--- src/rtl/button_debounce_accum.sv ---
// Button/switch input conditioning: synchronises sw and the push button, debounces
// the button, adds sw into an 8-bit accumulator per press, clears it on long press.
module button_debounce_accum #(
    parameter int SYNC_STAGES     = 2,
    parameter int DEBOUNCE_CYCLES = 120000,
    parameter int HOLD_CYCLES     = 6000000
) (
    input  logic       clk,
    input  logic       rst_n,
    input  logic [7:0] sw,
    input  logic       switch,
    output logic [7:0] value,
    output logic       press_pulse,
    output logic       clear_pulse,
    output logic       overflow,
    output logic       btn_level
);

    localparam int CNT_W  = (DEBOUNCE_CYCLES > 2) ? $clog2(DEBOUNCE_CYCLES) : 1;
    localparam int HOLD_W = $clog2(HOLD_CYCLES);

    localparam logic [CNT_W-1:0]  CNT_ONE    = CNT_W'(1);
    localparam logic [CNT_W-1:0]  DB_LAST    = CNT_W'(DEBOUNCE_CYCLES - 1);
    localparam logic [HOLD_W-1:0] HOLD_ONE   = HOLD_W'(1);
    localparam logic [HOLD_W-1:0] HOLD_LAST  = HOLD_W'(HOLD_CYCLES - 1);
    // The long-press time includes the confirmation window already spent.
    localparam logic [HOLD_W-1:0] HOLD_ENTRY = HOLD_W'(DEBOUNCE_CYCLES - 1);
    localparam logic [HOLD_W-1:0] HOLD_FIRE  = HOLD_W'(HOLD_CYCLES - 2);

    typedef enum logic [1:0] {
        ST_RELEASED        = 2'd0,
        ST_CONFIRM_PRESS   = 2'd1,
        ST_PRESSED         = 2'd2,
        ST_CONFIRM_RELEASE = 2'd3
    } state_e;

    logic [SYNC_STAGES-1:0]      btn_sync_q;
    logic [SYNC_STAGES-1:0][7:0] sw_sync_q;
    logic                        btn_s;
    logic [7:0]                  sw_s;

    state_e            state_q, state_d;
    logic [CNT_W-1:0]  cnt_q, cnt_d;
    logic [HOLD_W-1:0] hold_q, hold_d;
    logic              press_pulse_q, press_pulse_d;
    logic              clear_pulse_q, clear_pulse_d;
    logic [7:0]        value_q, value_d;
    logic              overflow_q, overflow_d;
    logic              btn_level_q, btn_level_d;
    logic [8:0]        sum_s;

    assign btn_s = btn_sync_q[SYNC_STAGES-1];
    assign sw_s  = sw_sync_q[SYNC_STAGES-1];

    // Synchroniser shift chains for the asynchronous button and switches.
    always_ff @(posedge clk or negedge rst_n) begin
        if (!rst_n) begin
            btn_sync_q <= '0;
            sw_sync_q  <= '0;
        end else begin
            btn_sync_q <= {btn_sync_q[SYNC_STAGES-2:0], switch};
            sw_sync_q  <= {sw_sync_q[SYNC_STAGES-2:0], sw};
        end
    end

    // Debounce FSM next state, counters and pulse requests.
    always_comb begin
        state_d       = state_q;
        cnt_d         = cnt_q;
        hold_d        = hold_q;
        press_pulse_d = 1'b0;
        clear_pulse_d = 1'b0;
        case (state_q)
            ST_RELEASED: begin
                if (btn_s) begin
                    state_d = ST_CONFIRM_PRESS;
                    cnt_d   = CNT_ONE;
                end else begin
                    cnt_d = '0;
                end
            end
            ST_CONFIRM_PRESS: begin
                if (!btn_s) begin
                    state_d = ST_RELEASED;
                    cnt_d   = '0;
                end else if (cnt_q == DB_LAST) begin
                    state_d       = ST_PRESSED;
                    cnt_d         = '0;
                    hold_d        = HOLD_ENTRY;
                    press_pulse_d = 1'b1;
                end else begin
                    cnt_d = cnt_q + CNT_ONE;
                end
            end
            ST_PRESSED: begin
                if (!btn_s) begin
                    state_d = ST_CONFIRM_RELEASE;
                    cnt_d   = CNT_ONE;
                end else if (hold_q != HOLD_LAST) begin
                    // Fires only on the step into the saturated value: once per press.
                    hold_d        = hold_q + HOLD_ONE;
                    clear_pulse_d = (hold_q == HOLD_FIRE);
                end else begin
                    hold_d = hold_q;
                end
            end
            ST_CONFIRM_RELEASE: begin
                if (btn_s) begin
                    state_d = ST_PRESSED;
                    cnt_d   = '0;
                end else if (cnt_q == DB_LAST) begin
                    state_d = ST_RELEASED;
                    cnt_d   = '0;
                    hold_d  = '0;
                end else begin
                    cnt_d = cnt_q + CNT_ONE;
                end
            end
            default: begin
                state_d = ST_RELEASED;
                cnt_d   = '0;
                hold_d  = '0;
            end
        endcase
    end

    // Accumulator update driven by the registered press/clear strobes.
    always_comb begin
        sum_s       = {1'b0, value_q} + {1'b0, sw_s};
        value_d     = value_q;
        overflow_d  = overflow_q;
        btn_level_d = (state_d == ST_PRESSED) || (state_d == ST_CONFIRM_RELEASE);
        if (clear_pulse_q) begin
            value_d    = 8'h00;
            overflow_d = 1'b0;
        end else if (press_pulse_q) begin
            value_d    = sum_s[7:0];
            overflow_d = overflow_q | sum_s[8];
        end else begin
            value_d    = value_q;
            overflow_d = overflow_q;
        end
    end

    // State, counters and all output registers.
    always_ff @(posedge clk or negedge rst_n) begin
        if (!rst_n) begin
            state_q       <= ST_RELEASED;
            cnt_q         <= '0;
            hold_q        <= '0;
            press_pulse_q <= 1'b0;
            clear_pulse_q <= 1'b0;
            value_q       <= 8'h00;
            overflow_q    <= 1'b0;
            btn_level_q   <= 1'b0;
        end else begin
            state_q       <= state_d;
            cnt_q         <= cnt_d;
            hold_q        <= hold_d;
            press_pulse_q <= press_pulse_d;
            clear_pulse_q <= clear_pulse_d;
            value_q       <= value_d;
            overflow_q    <= overflow_d;
            btn_level_q   <= btn_level_d;
        end
    end

    assign value       = value_q;
    assign press_pulse = press_pulse_q;
    assign clear_pulse = clear_pulse_q;
    assign overflow    = overflow_q;
    assign btn_level   = btn_level_q;

endmodule
--- config.mk ---
export PLATFORM = sky130hd
export DESIGN_NAME = button_debounce_accum
export DESIGN_NICKNAME = d
export VERILOG_FILES = /design/src/rtl/button_debounce_accum.sv
export SDC_FILE = /design/constraint.sdc
export NUM_CORES = 1
export LEC_CHECK = 0
export BUFFER_PORTS_ARGS = -buffer_cell sky130_fd_sc_hd__buf_2
export CORE_ASPECT_RATIO = 2
export CORE_MARGIN = 2
export CORE_UTILIZATION = 54
export CTS_BUF_LIST = sky130_fd_sc_hd__clkbuf_4 sky130_fd_sc_hd__clkbuf_8 sky130_fd_sc_hd__clkbuf_16
export CTS_CLUSTER_DIAMETER = 60
export DETAILED_ROUTE_END_ITERATION = 16
export PLACE_DENSITY_LB_ADDON = 0.05
export SYNTH_ARGS = -nofsm -noshare
export SYNTH_HDL_FRONTEND = slang
export SYNTH_SLANG_ARGS = --single-unit
--- constraint.sdc ---
create_clock -name clk -period 2.6 [get_ports clk]
set_clock_uncertainty 0.2 [all_clocks]
set_input_delay 0.26 -clock clk [delete_from_list [all_inputs] [get_ports clk]]
set_output_delay 0.26 -clock clk [all_outputs]
set_load 0.01 [all_outputs]
# Word level (Yosys, flattened, before mapping)
# Cells that the tools add are included.
# op_classes
reduce_logical	5
add_sub_neg	3
n_eq_ne	15
bitwise	1
mux	30
# ops
op	count
23-bit 2-to-1 mux	6
23-bit case mux with 3 select lines	1
17-bit 2-to-1 mux	4
17-bit case mux with 4 select lines	1
23-bit by 1-bit adder with 23-bit output, second input constant	1
23-bit equality test, second input constant	1
23-bit inequality test, second input constant	1
17-bit by 1-bit adder with 17-bit output, second input constant	1
17-bit equality test, second input constant	1
8-bit 2-to-1 mux	2
2-bit inequality test, second input constant	7
2-bit 2-to-1 mux	6
8-bit by 8-bit adder with 9-bit output	1
1-bit 2-to-1 mux	9
2-bit equality test, second input constant	4
2-bit case mux with 4 select lines	1
7-bit AND reduction	1
3-bit nonzero test	1
2-bit by 1-bit equality test with 1-bit output, second input constant	1
2-bit zero test	1
2-bit nonzero test	1
1-bit logical OR	1
1-bit bitwise OR	1
# totals
ff_bits	72
input_bits	11
elab_cells	65
out_inout_bits	12

# Longest topological paths before layout
# logic_depth
word_depth	6
mapped_depth	10
mapped_depth_nobuf	8

# Worst setup path after synthesis
# OpenSTA, ideal clock, no wires.
# synth_timing
kind	register to register
startpoint	reg cnt_q[6]
endpoint	reg hold_q[19]
setup_ns	0.077
path_stages_with_launch	9
slack_ns	0.100
required_ns	2.323
t_arrival_ns	2.222
n_path_buf	2
period_less_slack_ns	2.500
cell_sequence	dfrtp_1 or4b_4 nor3_4 and4_1 buf_6 a21oi_2 buf_6 or4_1 a21oi_1
# synth_between
elab_chain_cells	3
word_cells_on_any_way	4
cone_classes	3 x eq/ne; 1 x reduce/logical
# synth_lines
item	line	text
start: declaration	43	logic [CNT_W-1:0] cnt_q, cnt_d;
start signal: assignment	158	cnt_q <= cnt_d;
17-bit equality test *	86, 111	
2-bit inequality test (no source line)	-	
7-bit AND reduction (no source line) *	-	
end signal: assignment	159	hold_q <= hold_d;
end: declaration	44	logic [HOLD_W-1:0] hold_q, hold_d;
# Every way passes the cells marked *; elsewhere a longest branch is shown, timed or not.
# A chain may end at the register's enable or synchronous reset.

# Worst setup path in the final report
# layout_timing
startpoint	reg cnt_q[8]
endpoint	reg hold_q[20]
# The elaborated chain is that of the path after synthesis.

==> qor.csv <==
stage;metric;value;unit
clock_tree;root buf cell;clkbuf_16;
synth;Post-Synthesis Cells;380;
place;Post-DP Area;3980;µm²
timing;Tmin final;2.50;ns
synth;Yosys cell types;49;
timing;total negative setup slack;0;ns
timing;Setup violations, final;0;
timing;Max Freq;400;MHz
layout;Fillers;553;
flow_run;Max-Cap Viols;0;
synth;ys async rst share;100;%
setup_path;Reg-to-Reg End;hold_q[20];
grt;largest net degree at the start of global routing;72;
routing;routed len/inst;16.4;µm
setup_path;r2r setup slk;0.10;ns
setup_path;FF-to-FF path depth;7;
layout;post-route cell area;4390;µm²
die;Core ar.;6570;µm²
run_status;outcome;complete, no violations;
synth;top cell type's share of synthesized area;48.9;%
clock_tree;Clock Latency Late Sink;0.33;ns
die;overall die width;62.0;µm
synth;area leader, netlist;dfrtp_1;
synth;Mapped Avg Cell Area;9.56;µm²
clock_tree;CTS tree;done;
grt;initial antenna violation count;0;
routing;via count;3075;
timing;Setup WS post-layout;0.101;ns
synth;FF+latch count, synth;71;
place;Final HPWL DP;6460;µm
layout;Final nets;456;
power;pwr/cell area;536;nW/µm²
setup_path;CP Data Required Time;2.67;ns
setup_path;Worst Setup SP;cnt_q[8];
timing;Final Hold Vio Count;0;
timing;hold slack;0.145;ns
place;pre-CTS WS;0.0384;ns
routing;DRC violations left;0;
setup_path;top fanout value on the critical path;14;
synth;count leader, synth;dfrtp_1;
routing;drt first pass iters;4;
die;Die Span Y;120;µm
synth;EDFF count, synth;0;
timing;Tcrit/Tclk final;96.1;%
timing;Max Slew Vio Count;0;
routing;DRT iter0 DRCs;160;
grt;GRT Util Overall;25.5;%
clock_tree;Worst-path clk slew;0.05;ns
synth;top post-synthesis cells by area;dfrtp_1, o21ai_0, nand2_1, ha_1, a21oi_1;
layout;register area;1780;µm²
place;Port-buffer cells;22;
setup_path;critical path launch point type;register;
clock_tree;maximum buffer depth of the clock tree;2;
setup_path;RR Startpoint;cnt_q[8];
routing;drt total wl;8600;µm
power;Leak Pwr;1.94;nW
die;Initial Util;55.3;%
clock_tree;TritonCTS buffer count;9;
grt;grt ovf;0;
die;I/O pin total;23;
die;Rows;42;
clock_tree;CTS H-tree depth;3;
die;full die area;7440;µm²
synth;post-synthesis sequential area ratio;48.9;%
hold_path;HP Class;register to register;
layout;multi-input combinational cell area;1760;µm²
synth;top cells by count, synth;dfrtp_1, nand2_1, o21ai_0, nor2_1, a21oi_1;
layout;ANT cells;0;
layout;Area growth syn-to-layout;21.0;%
power;maximum VDD drop;375;µV
timing;Worst-Margin Slew;0.877;ns
routing;vias per cell;5.86;
synth;synthesized area;3630;µm²
setup_path;Setup crit end;hold_q[20];
synth;Main synth FF type;dfrtp_1;
synth;post-synth net total;403;
place;gpl congestion;0.946;
routing;post-route antenna net violation count;0;
clock_tree;clock sinks;71;
grt;first-pass GRT wire length;13900;µm
timing;RSZ-0062 raised after global routing;false;
layout;fraction of layout cells with a size suffix above 1;16.2;%
setup_path;Crit Path Class;register to register;
grt;vias in the first global route;3112;
setup_path;CP endpoint kind;register;
synth;yosys warns;0;
setup_path;Critical Path AT;2.56;ns
timing;Rel. slew slack;41.5;%
==> power by group <==
group          internal, W  switching [W]
Sequential         0.00112     0.00000874
Combinational    0.0000355      0.0000507
Clock             0.000713       0.000423
Total              0.00187       0.000483
==> placed cells by master (no fill, tap or decap), types with 3 or more instances in the layout <==
master and count:
dlygate4sd3_1 10, or4_1 5, xor2_1 4, inv_1 9, and3_1 6, o31ai_1 8, or3_1 8, clkbuf_16 9
clkbuf_8 3, buf_2 21, mux2i_1 4, o21ai_0 40, dfrtp_1 71, nand2_1 44, nor2_1 31, nor2b_1 7
nand4_1 8, nand4b_1 3, a31oi_1 4, o31a_1 3, and4_1 5, a21oi_1 24, ha_1 10, and2_1 4
nor3_1 5, buf_4 27, o211ai_1 4, nor4_1 3, xnor2_1 6, nand3_1 17
==> registers in the layout (all words and copies together) (netlist names) <==
name         flops
btn_sync_q       2
btn_level        1
clear_pulse      1
hold_q          23
value            8
state_q          1
press_pulse      1
sw_sync_q        8
sw_s             8
cnt_q           17
overflow         1
==> how the worst min path moves through the flow <==
stage                         end           from  slack, ns  cells past startpoint
CTS                       sw_s[5]   sw_sync_q[5]       0.15                      0
floorplan               btn_level          rst_n      -0.24                      0
global placement          sw_s[6]   sw_sync_q[6]       0.13                      0
global route              sw_s[4]   sw_sync_q[4]       0.15                      0
finish                    sw_s[6]   sw_sync_q[6]       0.14                      0
detailed placement  btn_sync_q[1]  btn_sync_q[0]       0.13                      0
==> worst max-delay path, stage by stage, from the launching register on <==
cell and delay (ns):
dfrtp_1 0.41, or4b_4 0.54, nor3_4 0.17, and4_1 0.30
a21oi_4 0.09, buf_12 0.17, or4_1 0.47, nand2_1 0.08
==> stage by stage <==
stage               total power (W)  utilization (%)  std cells
global route                0.00244             66.9        525
global placement            0.00122             60.6        499
detailed placement          0.00123             60.6        499
finish                      0.00235             66.9        525
floorplan                   0.00118                -        380
CTS                         0.00238             66.5        524
==> repair_timing <==
item	in CTS	in global routing
hold endpoints to repair	80	0
setup endpoints to repair	0	4
gates resized for setup	0	3
hold buffers	10	0
setup buffers	0	1
==> cells by family after synthesis <==
logic type | count (synthesis) | share of synthesized area, %
xor gates and xnor gates | 10 | 2.41
and+or+nand+nor | 153 | 22.0
adders and majority gates | 12 | 4.34
buffers and inverters | 26 | 3.10
muxes | 6 | 1.72
AOI/OAI and AO/OA | 102 | 17.5
DFF | 71 | 48.9
==> routing by layer <==
metal  GRT usage, %  vias up  part of all wire, %
met1           24.2     1497                   34
met4           15.6        0                  5.3
li1               -     1493                    -
met3           4.09       32                  2.0
met2           46.5       53                   58
met5              0        -                    0
==> final cells by class <==
cell class,instances,area share (%)
clock buffer,12,6.07
clock inverter,3,0.399
sequential,71,40.4
tap,88,2.51
multi-input combinational,283,40.1
inverter,9,0.769
timing repair buffer,59,9.74
Power figures use the tool's default switching activity.
